`config.mk`:
```
export PLATFORM = sky130hd
export DESIGN_NAME = instruction_prefetch_flat
export DESIGN_NICKNAME = d
export VERILOG_FILES = /design/src/rtl/instruction_prefetch_pkg.sv /design/src/rtl/instruction_prefetch_if.sv /design/src/rtl/instruction_prefetch_fifo.sv /design/src/rtl/instruction_prefetch.sv /design/src/flat_wrapper.sv
export SDC_FILE = /design/constraint.sdc
export NUM_CORES = 1
export LEC_CHECK = 0
export BUFFER_PORTS_ARGS = -buffer_cell sky130_fd_sc_hd__buf_2
export CORE_MARGIN = 8
export CORE_UTILIZATION = 59
export CTS_BUF_LIST = sky130_fd_sc_hd__clkbuf_16
export DETAILED_ROUTE_END_ITERATION = 10
export PLACE_DENSITY = 0.86
export SYNTH_ARGS = -nofsm -noshare
export SYNTH_HDL_FRONTEND = slang
export SYNTH_SLANG_ARGS = --single-unit
export TNS_END_PERCENT = 50
```
`constraint.sdc`:
```
create_clock -name clk -period 11.7 [get_ports clk]
set_input_delay 1.17 -clock clk [delete_from_list [all_inputs] [get_ports clk]]
set_output_delay 1.17 -clock clk [all_outputs]
set_load 0.02 [all_outputs]
```
`src/rtl/instruction_prefetch_pkg.sv`:
```
// Shared types for the MIPS instruction fetch front-end: fetch FSM states,
// word size and the queued {pc, instr} entry.
package mips_fetch_pkg;

  typedef enum logic [1:0] {
    IDLE  = 2'd0,
    WAIT  = 2'd1,
    DRAIN = 2'd2
  } fetch_state_e;

  localparam int WORD_BYTES = 4;

  typedef struct packed {
    logic [31:0] pc;
    logic [31:0] instr;
  } fetch_entry_t;

endpackage

```
`src/rtl/instruction_prefetch_if.sv`:
```
// Memory-side and decode-side signals of the instruction prefetch unit.
interface instruction_prefetch_if;
  // mem_req/mem_addr stay stable from issue until the cycle mem_ack is high;
  // the word is taken on that edge. A decode entry transfers on any rising
  // edge where out_valid && out_ready. redirect is a single-cycle pulse.
  logic        mem_req;
  logic [31:0] mem_addr;
  logic        mem_ack;
  logic [31:0] mem_rdata;
  logic        out_valid;
  logic        out_ready;
  logic [31:0] out_pc;
  logic [31:0] out_instr;
  logic        redirect;
  logic [31:0] redirect_pc;

  modport slave (
    output mem_req, mem_addr, out_valid, out_pc, out_instr,
    input  mem_ack, mem_rdata, out_ready, redirect, redirect_pc
  );

  modport master (
    input  mem_req, mem_addr, out_valid, out_pc, out_instr,
    output mem_ack, mem_rdata, out_ready, redirect, redirect_pc
  );
endinterface

```
`src/rtl/instruction_prefetch_fifo.sv`:
```
// prefetch_fifo: DEPTH-entry synchronous FIFO of fetch entries with flush.
// Flush wins over push/pop; DEPTH must be a power of two.
module prefetch_fifo
  import mips_fetch_pkg::*;
#(
  parameter int DEPTH = 4
) (
  input  logic                     clk,
  input  logic                     rst,
  input  logic                     flush,
  input  logic                     push,
  input  fetch_entry_t             push_data,
  input  logic                     pop,
  output fetch_entry_t             head,
  output logic [$clog2(DEPTH):0]   count
);
  localparam int AW = $clog2(DEPTH);
  localparam logic [AW:0] FULL_COUNT = (AW + 1)'(DEPTH);

  fetch_entry_t    entries [DEPTH];
  logic [AW-1:0]   wr_ptr;
  logic [AW-1:0]   rd_ptr;
  logic            do_push;
  logic            do_pop;

  assign do_push = push && (count != FULL_COUNT);
  assign do_pop  = pop && (count != '0);
  assign head    = entries[rd_ptr];

  always_ff @(posedge clk or posedge rst) begin
    if (rst) begin
      wr_ptr <= '0;
      rd_ptr <= '0;
      count  <= '0;
      for (int i = 0; i < DEPTH; i++) entries[i] <= '0;
    end else if (flush) begin
      wr_ptr <= '0;
      rd_ptr <= '0;
      count  <= '0;
    end else begin
      if (do_push) begin
        entries[wr_ptr] <= push_data;
        wr_ptr          <= wr_ptr + AW'(1);
      end
      if (do_pop) rd_ptr <= rd_ptr + AW'(1);
      case ({do_push, do_pop})
        2'b10:   count <= count + (AW + 1)'(1);
        2'b01:   count <= count - (AW + 1)'(1);
        default: count <= count;
      endcase
    end
  end

endmodule

```
`src/rtl/instruction_prefetch.sv`:
```
// instruction_prefetch: owns the fetch PC, issues one word read at a time and
// queues {pc, instr} for decode. Optional PREFETCH_BYPASS_EN forwards an ack
// straight to decode when the queue is empty.
module instruction_prefetch
  import mips_fetch_pkg::*;
#(
  parameter int          DEPTH    = 4,
  parameter logic [31:0] RESET_PC = 32'h0000_0000
) (
  input  logic                  clk,
  input  logic                  rst,
  instruction_prefetch_if.slave bus,
  output fetch_state_e          fsm_state
);
  localparam int CW = $clog2(DEPTH) + 1;
  localparam logic [CW-1:0] FULL_COUNT = CW'(DEPTH);

  fetch_state_e  state, state_next;
  logic [31:0]   fetch_pc, fetch_pc_next;
  logic          req_q, req_next;
  logic [31:0]   addr_q, addr_next;
  logic          accept_word;
  logic [CW-1:0] fifo_count;
  logic          fifo_valid;
  fetch_entry_t  head;
  fetch_entry_t  push_data;
  logic          push;
  logic          pop;
  logic          bypass_hit;
  logic          unused_pc_bits;

  assign unused_pc_bits = ^bus.redirect_pc[1:0];

  always_ff @(posedge clk or posedge rst) begin
    if (rst) begin
      state    <= IDLE;
      fetch_pc <= RESET_PC;
      req_q    <= 1'b0;
      addr_q   <= RESET_PC;
    end else begin
      state    <= state_next;
      fetch_pc <= fetch_pc_next;
      req_q    <= req_next;
      addr_q   <= addr_next;
    end
  end

  // A request is never withdrawn: a redirect while waiting parks in DRAIN
  // until the old ack arrives, and that word is dropped.
  always_comb begin
    state_next    = state;
    fetch_pc_next = fetch_pc;
    req_next      = req_q;
    addr_next     = addr_q;
    accept_word   = 1'b0;
    if (bus.redirect) fetch_pc_next = {bus.redirect_pc[31:2], 2'b00};
    case (state)
      IDLE: begin
        if (!bus.redirect && (fifo_count < FULL_COUNT)) begin
          req_next   = 1'b1;
          addr_next  = fetch_pc;
          state_next = WAIT;
        end
      end
      WAIT: begin
        if (bus.mem_ack) begin
          req_next   = 1'b0;
          state_next = IDLE;
          if (!bus.redirect) begin
            accept_word   = 1'b1;
            fetch_pc_next = fetch_pc + 32'(WORD_BYTES);
          end
        end else if (bus.redirect) begin
          state_next = DRAIN;
        end
      end
      DRAIN: begin
        if (bus.mem_ack) begin
          req_next   = 1'b0;
          state_next = IDLE;
        end
      end
      default: begin
        req_next   = 1'b0;
        state_next = IDLE;
      end
    endcase
  end

  assign fifo_valid = (fifo_count != '0);
  assign push_data  = '{pc: addr_q, instr: bus.mem_rdata};
  assign push       = accept_word && !(bypass_hit && bus.out_ready);
  assign pop        = fifo_valid && bus.out_ready;

`ifdef PREFETCH_BYPASS_EN
  assign bypass_hit    = (state == WAIT) && bus.mem_ack && !bus.redirect && !fifo_valid;
  assign bus.out_valid = bypass_hit || fifo_valid;
  assign bus.out_pc    = bypass_hit ? addr_q        : (fifo_valid ? head.pc    : '0);
  assign bus.out_instr = bypass_hit ? bus.mem_rdata : (fifo_valid ? head.instr : '0);
`else
  assign bypass_hit    = 1'b0;
  assign bus.out_valid = fifo_valid;
  assign bus.out_pc    = fifo_valid ? head.pc    : '0;
  assign bus.out_instr = fifo_valid ? head.instr : '0;
`endif

  prefetch_fifo #(.DEPTH(DEPTH)) u_fifo (
    .clk       (clk),
    .rst       (rst),
    .flush     (bus.redirect),
    .push      (push),
    .push_data (push_data),
    .pop       (pop),
    .head      (head),
    .count     (fifo_count)
  );

  assign bus.mem_req  = req_q;
  assign bus.mem_addr = addr_q;
  assign fsm_state    = state;

endmodule
```
`src/flat_wrapper.sv`:
```
// flat-port wrapper written by rule: the top's interface ports become plain ports
module instruction_prefetch_flat import mips_fetch_pkg::*;
#(
  parameter int          DEPTH    = 4,
  parameter logic [31:0] RESET_PC = 32'h0000_0000
)
  (clk, rst, fsm_state, bus_mem_req, bus_mem_addr, bus_out_valid, bus_out_pc, bus_out_instr, bus_mem_ack, bus_mem_rdata, bus_out_ready, bus_redirect, bus_redirect_pc);
  instruction_prefetch_if bus_i ();
  input  logic clk;
  input  logic rst;
  output fetch_state_e fsm_state;
  output wire logic [$bits(bus_i.mem_req)-1:0] bus_mem_req;
  output wire logic [$bits(bus_i.mem_addr)-1:0] bus_mem_addr;
  output wire logic [$bits(bus_i.out_valid)-1:0] bus_out_valid;
  output wire logic [$bits(bus_i.out_pc)-1:0] bus_out_pc;
  output wire logic [$bits(bus_i.out_instr)-1:0] bus_out_instr;
  input wire logic [$bits(bus_i.mem_ack)-1:0] bus_mem_ack;
  input wire logic [$bits(bus_i.mem_rdata)-1:0] bus_mem_rdata;
  input wire logic [$bits(bus_i.out_ready)-1:0] bus_out_ready;
  input wire logic [$bits(bus_i.redirect)-1:0] bus_redirect;
  input wire logic [$bits(bus_i.redirect_pc)-1:0] bus_redirect_pc;
  assign bus_mem_req = bus_i.mem_req;
  assign bus_mem_addr = bus_i.mem_addr;
  assign bus_out_valid = bus_i.out_valid;
  assign bus_out_pc = bus_i.out_pc;
  assign bus_out_instr = bus_i.out_instr;
  assign bus_i.mem_ack = bus_mem_ack;
  assign bus_i.mem_rdata = bus_mem_rdata;
  assign bus_i.out_ready = bus_out_ready;
  assign bus_i.redirect = bus_redirect;
  assign bus_i.redirect_pc = bus_redirect_pc;
  instruction_prefetch #(.DEPTH(DEPTH), .RESET_PC(RESET_PC)) u_core (.clk(clk), .rst(rst), .bus(bus_i), .fsm_state(fsm_state));
endmodule
```
==> run_results.csv, run 1 <==
group,metric,value,unit
pwr,p_leak,8.65,nW
place,dpl_worst_slack,7.69,ns
place,gp_congestion,0.796,
sta,drv_slew,0,
final_layout,final_util,66.2,%
clocking,cts_max_path_buffers,3,
clocking,path_clk_slew,0.06,ns
global_routing,grt_max_degree,189,
place,hpwlAfterDp,21400,µm
floorplan,initial_core_util,59.5,%
job,cap_violations,0,
clocking,cts_tree,"built",
status,status,"finished clean",
critical_path,cp_top_family,"flip-flops",
critical_path,r2r_slack,8.56,ns
clocking,postCtsSetupBuffers,0,
critical_path,worst_r2r_path_depth,6,
final_layout,area_delta_synth_final,11.3,%
final_layout,drive_above_1_share,48.3,%
clocking,clockRootBuffer,"clkbuf_16",
logic_synthesis,syn_inst,1014,
floorplan,fp.dieW,183,µm
logic_synthesis,netlist_area,16400,µm²
logic_synthesis,ys_async_sr_fraction,100,%
clocking,cts_buffers,37,
logic_synthesis,synth_top_area_share,50.4,%
min_path,hold_path_class,"flip-flop to flip-flop",
logic_synthesis,synth_nets,1092,
critical_path,r2r-start,"u_core.fsm_state[1]",
final_layout,fin_nets,1243,
final_layout,n_antenna_cell,0,
critical_path,cp-start-kind,"flip-flop",
sta,fin_crit,4.26,ns
clocking,cts_resized,0,
sta,max_freq,235,MHz
logic_synthesis,synth_area_leader_cell,"dfrtp_1",
global_routing,overflow,0,
sta,tightest_slew,1.05,ns
logic_synthesis,yosys_warnings,0,
pwr,power_density,235,nW/µm²
global_routing,grt_antenna_before_repair,0,
critical_path,critical_path.max_fanout,35,
min_path,min_path_cells,1,
critical_path,cp_data_required_time,10.53,ns
critical_path,critPathArrivalTime,3.09,ns
critical_path,crit_type,"flip-flop to primary output",
sta,setup_viol,0,
min_path,min_from,"u_core.u_fifo.entries[125]",
logic_synthesis,synthTopCellsByArea,"dfrtp_1 (50%), mux2_4 (22%), mux4_2 (8.8%)",
global_routing,grt_pass1_wl,56800,µm
place,portBuffers,166,
final_layout,fin_area,18200,µm²
detailed_routing,vias_per_cell,5.79,
detailed_routing,drt_wl_total,34800,µm
critical_path,slowest_delay,0.89,ns
sta,tns,0,ns
logic_synthesis,synth_ff_type,"dfrtp_1",
sta,skew,0.0196,ns
critical_path,cp_slowest_cell,"dfrtp_4",
clocking,cts.sinks,330,
sta,fin_crit_sh,36.4,%
logic_synthesis,synth_seq_cells,330,
clocking,cts_hold_buffers,0,
logic_synthesis,synth_cell_types,46,
detailed_routing,ant_nets,0,
sta,rsz0062_at_grt,"false",
sta,fin_ws,7.44,ns
pwr,vdd_drop_max,0.168,mV
clocking,h-tree-depth,2,
logic_synthesis,yosysSeqAreaShare,50.4,%
critical_path,crit_buf_inv,2,
critical_path,endpoint_kind,"primary output",
global_routing,grt_pass1_vias,10055,
floorplan,coreArea,27600,µm²
min_path,holdPathEnd,"u_core.u_fifo.entries[125]",
detailed_routing,num_vias,9094,
floorplan,dieArea,33400,µm²
critical_path,r2r_end,"u_core.u_fifo.entries[42]",
critical_path,path_cells,"buf_4, mux4_2, and2_1, buf_2",
detailed_routing,first_pass_iters,4,
clocking,worstSkewPairLatency,0.52,ns
sta,maxSlewHeadroom,30.1,%
detailed_routing,drt_iter0_drc,537,
logic_synthesis,synth_edf_count,0,
place,dpl_cell_area,17100,µm²
floorplan,pin_count,169,
detailed_routing,wl_per_cell,22.1,µm
logic_synthesis,postSynthAreaPerCell,16.2,µm²
floorplan,die_y,183,µm
sta,hold_viol_final,0,
global_routing,grt_usage,21.2,%
final_layout,nFillCells,1883,
detailed_routing,drc,0,
floorplan,placementRows,61,
sta,timing.hold.ws,0.481,ns
==> worst max-delay path by stage <==
stage,end,cells past startpoint,slack (ns),startpoint
6_report,bus_out_pc[31],4,7.44,u_core.u_fifo.rd_ptr[0]
2_1_floorplan,u_core.bus.mem_addr[0],1,1.39,rst
3_5_place_dp,u_core.u_fifo.entries[95],6,7.69,bus_redirect
3_3_place_gp,u_core.u_fifo.entries[159],6,7.68,bus_redirect
4_1_cts,bus_out_pc[31],4,7.33,u_core.u_fifo.rd_ptr[0]
5_1_grt,bus_out_pc[31],4,7.20,u_core.u_fifo.rd_ptr[0]
==> where the power goes <==
group,switching (mW),internal [mW]
clock network,0.464,0.645
logic,0.610,0.788
registers,0.311,1.46
==> per-stage QoR <==
step / cells / total power, mW
after floorplan: 1014 / 2.78
final: 1571 / 4.28
after CTS: 1571 / 4.32
after global routing: 1571 / 4.49
after detailed placement: 1504 / 3.19
after global placement: 1504 / 3.12
==> per-layer routing <==
layer	track usage (%)	part of all wire (%)
met5	0	0
met4	5.41	1.8
met3	3.74	4.7
met2	34.5	49
met1	29.2	45
==> state kept, by name, indices dropped and copies added, names as in the netlist <==
| register | cells |
|---|---|
| u_core.u_fifo.rd_ptr | 2 |
| u_core.fsm_state | 2 |
| u_core.u_fifo.entries | 256 |
| u_core.fetch_pc | 32 |
| u_core.bus.mem_addr | 32 |
| u_core.u_fifo.count | 3 |
| u_core.bus.mem_req | 1 |
| u_core.u_fifo.wr_ptr | 2 |
==> worst register-to-register path, stage by stage (launching register included) <==
cell,delay (ns)
dfrtp_1,0.40
inv_1,0.10
ha_1,0.34
and3b_1,0.37
and3_4,0.63
buf_4,0.73
mux2_4,0.44
==> cell usage in the layout (no fill, tap or decap), types with 10 or more instances in the layout <==
master	Yosys	layout
and2_1	66	66
buf_2	10	166
clkbuf_16	0	37
clkinv_1	0	10
dfrtp_1	330	328
inv_1	13	17
mux2_1	16	16
mux2_2	33	33
mux2_4	240	240
mux2i_1	31	31
mux4_2	64	64
nand2_1	24	24
nand3_1	17	17
nand4_1	12	12
nor2_1	11	11
o21ai_0	17	17
==> cell type report <==
type | count | area [µm²] | area share (%)
clock buffer | 37 | 926 | 5.07
clock inverter | 30 | 238 | 1.30
inverter | 13 | 56.3 | 0.309
multi-input combinational | 608 | 7380 | 40.4
sequential | 330 | 8270 | 45.3
tap | 378 | 473 | 2.59
timing repair buffer | 175 | 911 | 4.99
==> Yosys cell counts (8+ instances only) <==
master,number
mux4_2,64
buf_12,28
mux2_4,240
nand4_1,12
ha_1,8
clkbuf_1,19
a21oi_1,8
nand2_1,24
dfrtp_1,330
mux2_1,16
and2_1,66
inv_1,13
mux2i_1,31
mux2_2,33
buf_2,10
nand3_1,17
nor2_1,11
o21ai_0,17
==> cells by family after synthesis <==
kind of cell	share of synthesized area (%)
buffers and inverters	4.66
and+or+nand+nor	6.05
muxes	36.0
adders and majority gates	0.733
DFF	50.4
xor gates and xnor gates	0.832
AOI/OAI and AO/OA	1.33
Power figures use the tool's default switching activity.
==> run 2: changes to the inputs <==
Settings changed: CORE_UTILIZATION 59 to 54, PLACE_DENSITY 0.86 to 0.83.
Clock period 11.7 ns to 3.9 ns, I/O delays scaled along.
==> run_results.csv, run 2 (same netlist as run 1, synthesis figures left out) <==
group,metric,value,unit
detailed_routing,wl_met2,17000,µm
clocking,clockRootBuffer,"clkbuf_16",
global_routing,grt_max_degree,107,
final_layout,drive_above_1_share,48.4,%
floorplan,initial_core_util,54.2,%
critical_path,r2r_slack,1.17,ns
clocking,h-tree-depth,2,
global_routing,overflow,0,
detailed_routing,drt_iter0_drc,548,
critical_path,critical_path.max_fanout,41,
detailed_routing,drt-met1-wl,15800,µm
critical_path,r2r-start,"u_core.fsm_state[1]",
job,cap_violations,0,
critical_path,r2r_end,"u_core.u_fifo.entries[159]",
critical_path,crit_type,"flip-flop to primary output",
floorplan,coreArea,30300,µm²
critical_path,endpoint_kind,"primary output",
clocking,worstSkewPairLatency,0.52,ns
min_path,hold_path_class,"primary input to async pin",
critical_path,critPathArrivalTime,2.62,ns
critical_path,worst_r2r_path_depth,6,
place,hpwlAfterDp,22200,µm
sta,fin_crit_sh,77.1,%
final_layout,fin_nets,1254,
sta,skew,0.0179,ns
sta,tns,0,ns
sta,tightest_slew,1.08,ns
sta,drv_slew,0,
sta,setup_viol,0,
detailed_routing,ant_nets,0,
sta,max_freq,333,MHz
place,gp_congestion,0.775,
floorplan,die_y,190,µm
final_layout,largest_reg_flops,256,
status,status,"finished clean",
global_routing,grt_usage,19.7,%
detailed_routing,drt_wl_total,35100,µm
place,portBuffers,166,
clocking,path_clk_slew,0.06,ns
final_layout,nFillCells,2225,
floorplan,placementRows,64,
final_layout,regMostFlops,"u_core.u_fifo.entries",
sta,rsz0062_at_grt,"false",
sta,fin_crit,3.01,ns
clocking,postCtsSetupBuffers,0,
floorplan,fp.dieW,190,µm
global_routing,grt_pass1_vias,10071,
detailed_routing,first_pass_iters,4,
final_layout,fin_area,18300,µm²
final_layout,area_delta_synth_final,11.8,%
floorplan,pin_count,169,
critical_path,cp_data_required_time,3.51,ns
global_routing,grt_pass1_wl,57600,µm
critical_path,cp-start-kind,"flip-flop",
clocking,cts_resized,0,
detailed_routing,top_layer_used,"met5",
final_layout,layout_commonest_cell,"dfrtp_1",
final_layout,n_antenna_cell,0,
sta,hold_viol_final,0,
global_routing,grt_antenna_before_repair,2,
clocking,cts_max_path_buffers,3,
final_layout,layout_common_cells,"dfrtp_1 (328), mux2_4 (240), buf_2 (166)",
final_layout,final_util,60.5,%
place,dpl_cell_area,17200,µm²
detailed_routing,vias_per_cell,5.66,
clocking,cts_buffers,37,
detailed_routing,drc,0,
pwr,power,12.7,mW
detailed_routing,num_vias,9049,
detailed_routing,dr_wl_met3,1790,µm
clocking,cts_tree,"built",
pwr,p_leak,8.69,nW
floorplan,dieArea,36200,µm²
clocking,cts.sinks,330,
sta,maxSlewHeadroom,28.0,%
clocking,cts_hold_buffers,0,
pwr,power_density,691,nW/µm²
detailed_routing,wl_per_cell,22.0,µm
pwr,vdd_drop_max,0.484,mV
## run 2: area by class of cell
cell class / instances / area, µm² / share of cell area, %
Sequential cell: 330 / 8270 / 45.1
Multi-Input combinational cell: 608 / 7380 / 40.3
Clock buffer: 37 / 926 / 5.05
Timing Repair Buffer: 186 / 1060 / 5.76
Tap cell: 396 / 495 / 2.70
Clock inverter: 29 / 150 / 0.819
Inverter: 13 / 52.6 / 0.287
## run 2: layer usage
layer / global-route usage [%] / up-vias
met3: 3.82 / 47
li1: - / 4008
met1: 27.4 / 4780
met5: 0 / -
met2: 31.8 / 212
met4: 4.42 / 2
## run 2: per-stage QoR
stage / setup WS, ns / std cells / hold slack [ns]
2_1_floorplan: -0.897 / 1014 / 0.439
3_3_place_gp: 1.21 / 1533 / 0.462
3_5_place_dp: 1.18 / 1533 / 0.470
4_1_cts: 0.851 / 1599 / 0.0450
5_1_grt: 0.767 / 1599 / 0.0860
6_report: 0.893 / 1599 / 0.0409
## run 2: critical path: stages (launching register included)
cell and delay [ns]:
dfrtp_1 0.46, or3_2 0.89, buf_4 0.38, and2_1 0.19, buf_2 0.16
## run 2: worst max path at each step
stage | start | endpoint | slack, ns
after floorplan | rst | u_core.bus.mem_addr[0] | -0.90
after global placement | u_core.fsm_state[1] | u_core.u_fifo.entries[159] | 1.21
after detailed placement | u_core.fsm_state[1] | u_core.u_fifo.entries[159] | 1.18
after CTS | u_core.u_fifo.count[0] | bus_out_instr[21] | 0.85
after global routing | u_core.u_fifo.count[0] | bus_out_instr[31] | 0.77
final | u_core.u_fifo.count[0] | bus_out_instr[21] | 0.89
## run 2: power breakdown
| part | internal, mW | switching [mW] | leakage [nW] |
|---|---|---|---|
| clock network | 1.74 | 1.40 | 0.562 |
| logic | 2.39 | 1.89 | 3.82 |
| registers | 4.39 | 0.854 | 4.31 |
==> run 3: changes to the inputs <==
Clock period 3.9 ns to 2.65 ns, I/O delays scaled along.
==> run_results.csv, run 3 (same netlist as run 1, synthesis figures left out) <==
group,metric,value,unit
job,cap_violations,0,
pwr,clkPwrFrac,26.0,%
floorplan,coreArea,30300,µm²
final_layout,layout_common_cells,"dfrtp_1 (328), mux2_4 (240), buf_2 (166)",
sta,skew,0.0165,ns
final_layout,nFillCells,2204,
min_path,holdPathEnd,"u_core.u_fifo.entries[1]",
global_routing,grt_pass1_wl,58300,µm
clocking,h-tree-depth,2,
sta,tightest_slew,0.614,ns
critical_path,critPathArrivalTime,2.19,ns
sta,setup_viol,0,
detailed_routing,first_pass_iters,4,
status,status,"finished clean",
sta,tns,0,ns
min_path,min_from,"bus_mem_rdata[1]",
sta,fin_crit,2.46,ns
critical_path,r2r_end,"u_core.u_fifo.count[2]",
global_routing,overflow,0,
sta,hold_viol_final,0,
pwr,power_frac_seq,40.4,%
min_path,hold_path_class,"primary input to flip-flop",
sta,fin_crit_sh,92.7,%
detailed_routing,drt_iter0_drc,558,
floorplan,die_y,190,µm
detailed_routing,ant_nets,0,
floorplan,pin_count,169,
final_layout,layout_commonest_cell,"dfrtp_1",
floorplan,placementRows,64,
global_routing,grt_max_degree,90,
place,portBuffers,166,
pwr,swShare,32.0,%
detailed_routing,num_vias,9229,
pwr,power,19.1,mW
clocking,cts_buffers,37,
final_layout,largest_reg_flops,256,
critical_path,r2r_slack,0.42,ns
floorplan,initial_core_util,54.2,%
detailed_routing,drc,0,
critical_path,cp-start-kind,"flip-flop",
clocking,cts_tree,"built",
floorplan,dieArea,36200,µm²
final_layout,regMostFlops,"u_core.u_fifo.entries",
clocking,clockRootBuffer,"clkbuf_16",
final_layout,drive_above_1_share,48.7,%
place,gp_congestion,0.761,
global_routing,grt_usage,20.1,%
pwr,comb_power_share,33.6,%
detailed_routing,drt_wl_total,35800,µm
critical_path,critical_path.max_fanout,66,
pwr,vdd_drop_max,0.621,mV
pwr,p_leak,8.88,nW
critical_path,endpoint_kind,"primary output",
clocking,path_clk_slew,0.06,ns
sta,rsz0062_at_grt,"false",
sta,max_freq,407,MHz
clocking,cts_max_path_buffers,3,
sta,drv_slew,0,
pwr,power.internal,13.0,mW
clocking,cts.sinks,330,
global_routing,grt_pass1_vias,10315,
critical_path,worst_r2r_path_depth,9,
critical_path,r2r-start,"u_core.fsm_state[1]",
global_routing,grt_antenna_before_repair,1,
detailed_routing,wl_per_cell,22.0,µm
sta,maxSlewHeadroom,59.0,%
final_layout,area_delta_synth_final,14.5,%
pwr,switchingPower,6.11,mW
critical_path,cp_data_required_time,2.38,ns
place,hpwlAfterDp,22400,µm
critical_path,crit_type,"flip-flop to primary output",
min_path,min_path_cells,2,
final_layout,fin_nets,1280,
sta,timing.hold.ws,0.0330,ns
floorplan,fp.dieW,190,µm
detailed_routing,vias_per_cell,5.68,
pwr,power_density,1020,nW/µm²
clocking,worstSkewPairLatency,0.52,ns
## run 3: final cells by class
type | count | area, µm² | share of cell area (%)
Inverter | 13 | 52.6 | 0.280
Clock buffer | 39 | 976 | 5.20
Timing Repair Buffer | 212 | 1400 | 7.46
Antenna cell | 1 | 2.50 | 0.0133
Clock inverter | 27 | 196 | 1.05
Multi-Input combinational cell | 608 | 7380 | 39.3
Tap cell | 396 | 495 | 2.64
Sequential cell | 330 | 8270 | 44.0
## run 3: worst max path at each step
stage | startpoint | slack [ns] | cells past startpoint | to
6_report | u_core.u_fifo.count[0] | 0.19 | 4 | bus_out_pc[16]
5_1_grt | u_core.u_fifo.count[0] | 0.10 | 4 | bus_out_instr[19]
4_1_cts | u_core.u_fifo.count[0] | 0.05 | 4 | bus_out_pc[15]
3_5_place_dp | u_core.fsm_state[1] | 0.43 | 9 | u_core.u_fifo.count[2]
3_3_place_gp | u_core.u_fifo.rd_ptr[0] | 0.51 | 4 | bus_out_pc[15]
2_1_floorplan | rst | -2.02 | 1 | u_core.bus.mem_addr[0]
## run 3: power groups by stage
stage	Combinational, mW	Clock [mW]	Sequential [mW]
2_1_floorplan	4.70	0	7.58
3_3_place_gp	6.27	0	7.66
3_5_place_dp	6.42	0	7.77
4_1_cts	6.53	5.08	7.70
5_1_grt	6.91	5.31	7.90
6_report	6.42	4.97	7.72
## run 3: worst max-delay path, stage by stage, from the launching register on
cell	delay [ns]
dfrtp_1	0.47
or3_2	0.51
buf_6	0.28
and2_1	0.25
buf_2	0.17
## run 3: timing repair
action | 4_1_cts | 5_1_grt
gates cloned | 0 | 0
pin swaps | 0 | 0
gates resized for setup | 0 | 1
hold buffers | 13 | 0
buffers inserted | 2 | 0
setup endpoints to repair | 20 | 3
endpoints found under the hold margin | 33 | 0
## run 3: layer usage
metal  wire length (µm)  part of all wire [%]  vias to the layer above  GRT usage (%)
met5                 10                 0.028                        -              0
met4                682                   1.9                        2           4.95
met3               1740                   4.9                       48           3.55
met2              17300                    48                      216           32.3
met1              16000                    45                     4903           28.0
li1                   -                     -                     4060              -
## run 3: metrics by stage
| stage | setup WS, ns | cell area (µm²) | utilization (%) | instances |
|---|---|---|---|---|
| 2_1_floorplan | -2.02 | 16400 | - | 1014 |
| 3_3_place_gp | 0.509 | 17400 | 57.6 | 1544 |
| 3_5_place_dp | 0.434 | 17400 | 57.6 | 1544 |
| 4_1_cts | 0.0480 | 18800 | 62.0 | 1625 |
| 5_1_grt | 0.101 | 18800 | 62.0 | 1625 |
| 6_report | 0.194 | 18800 | 62.0 | 1626 |
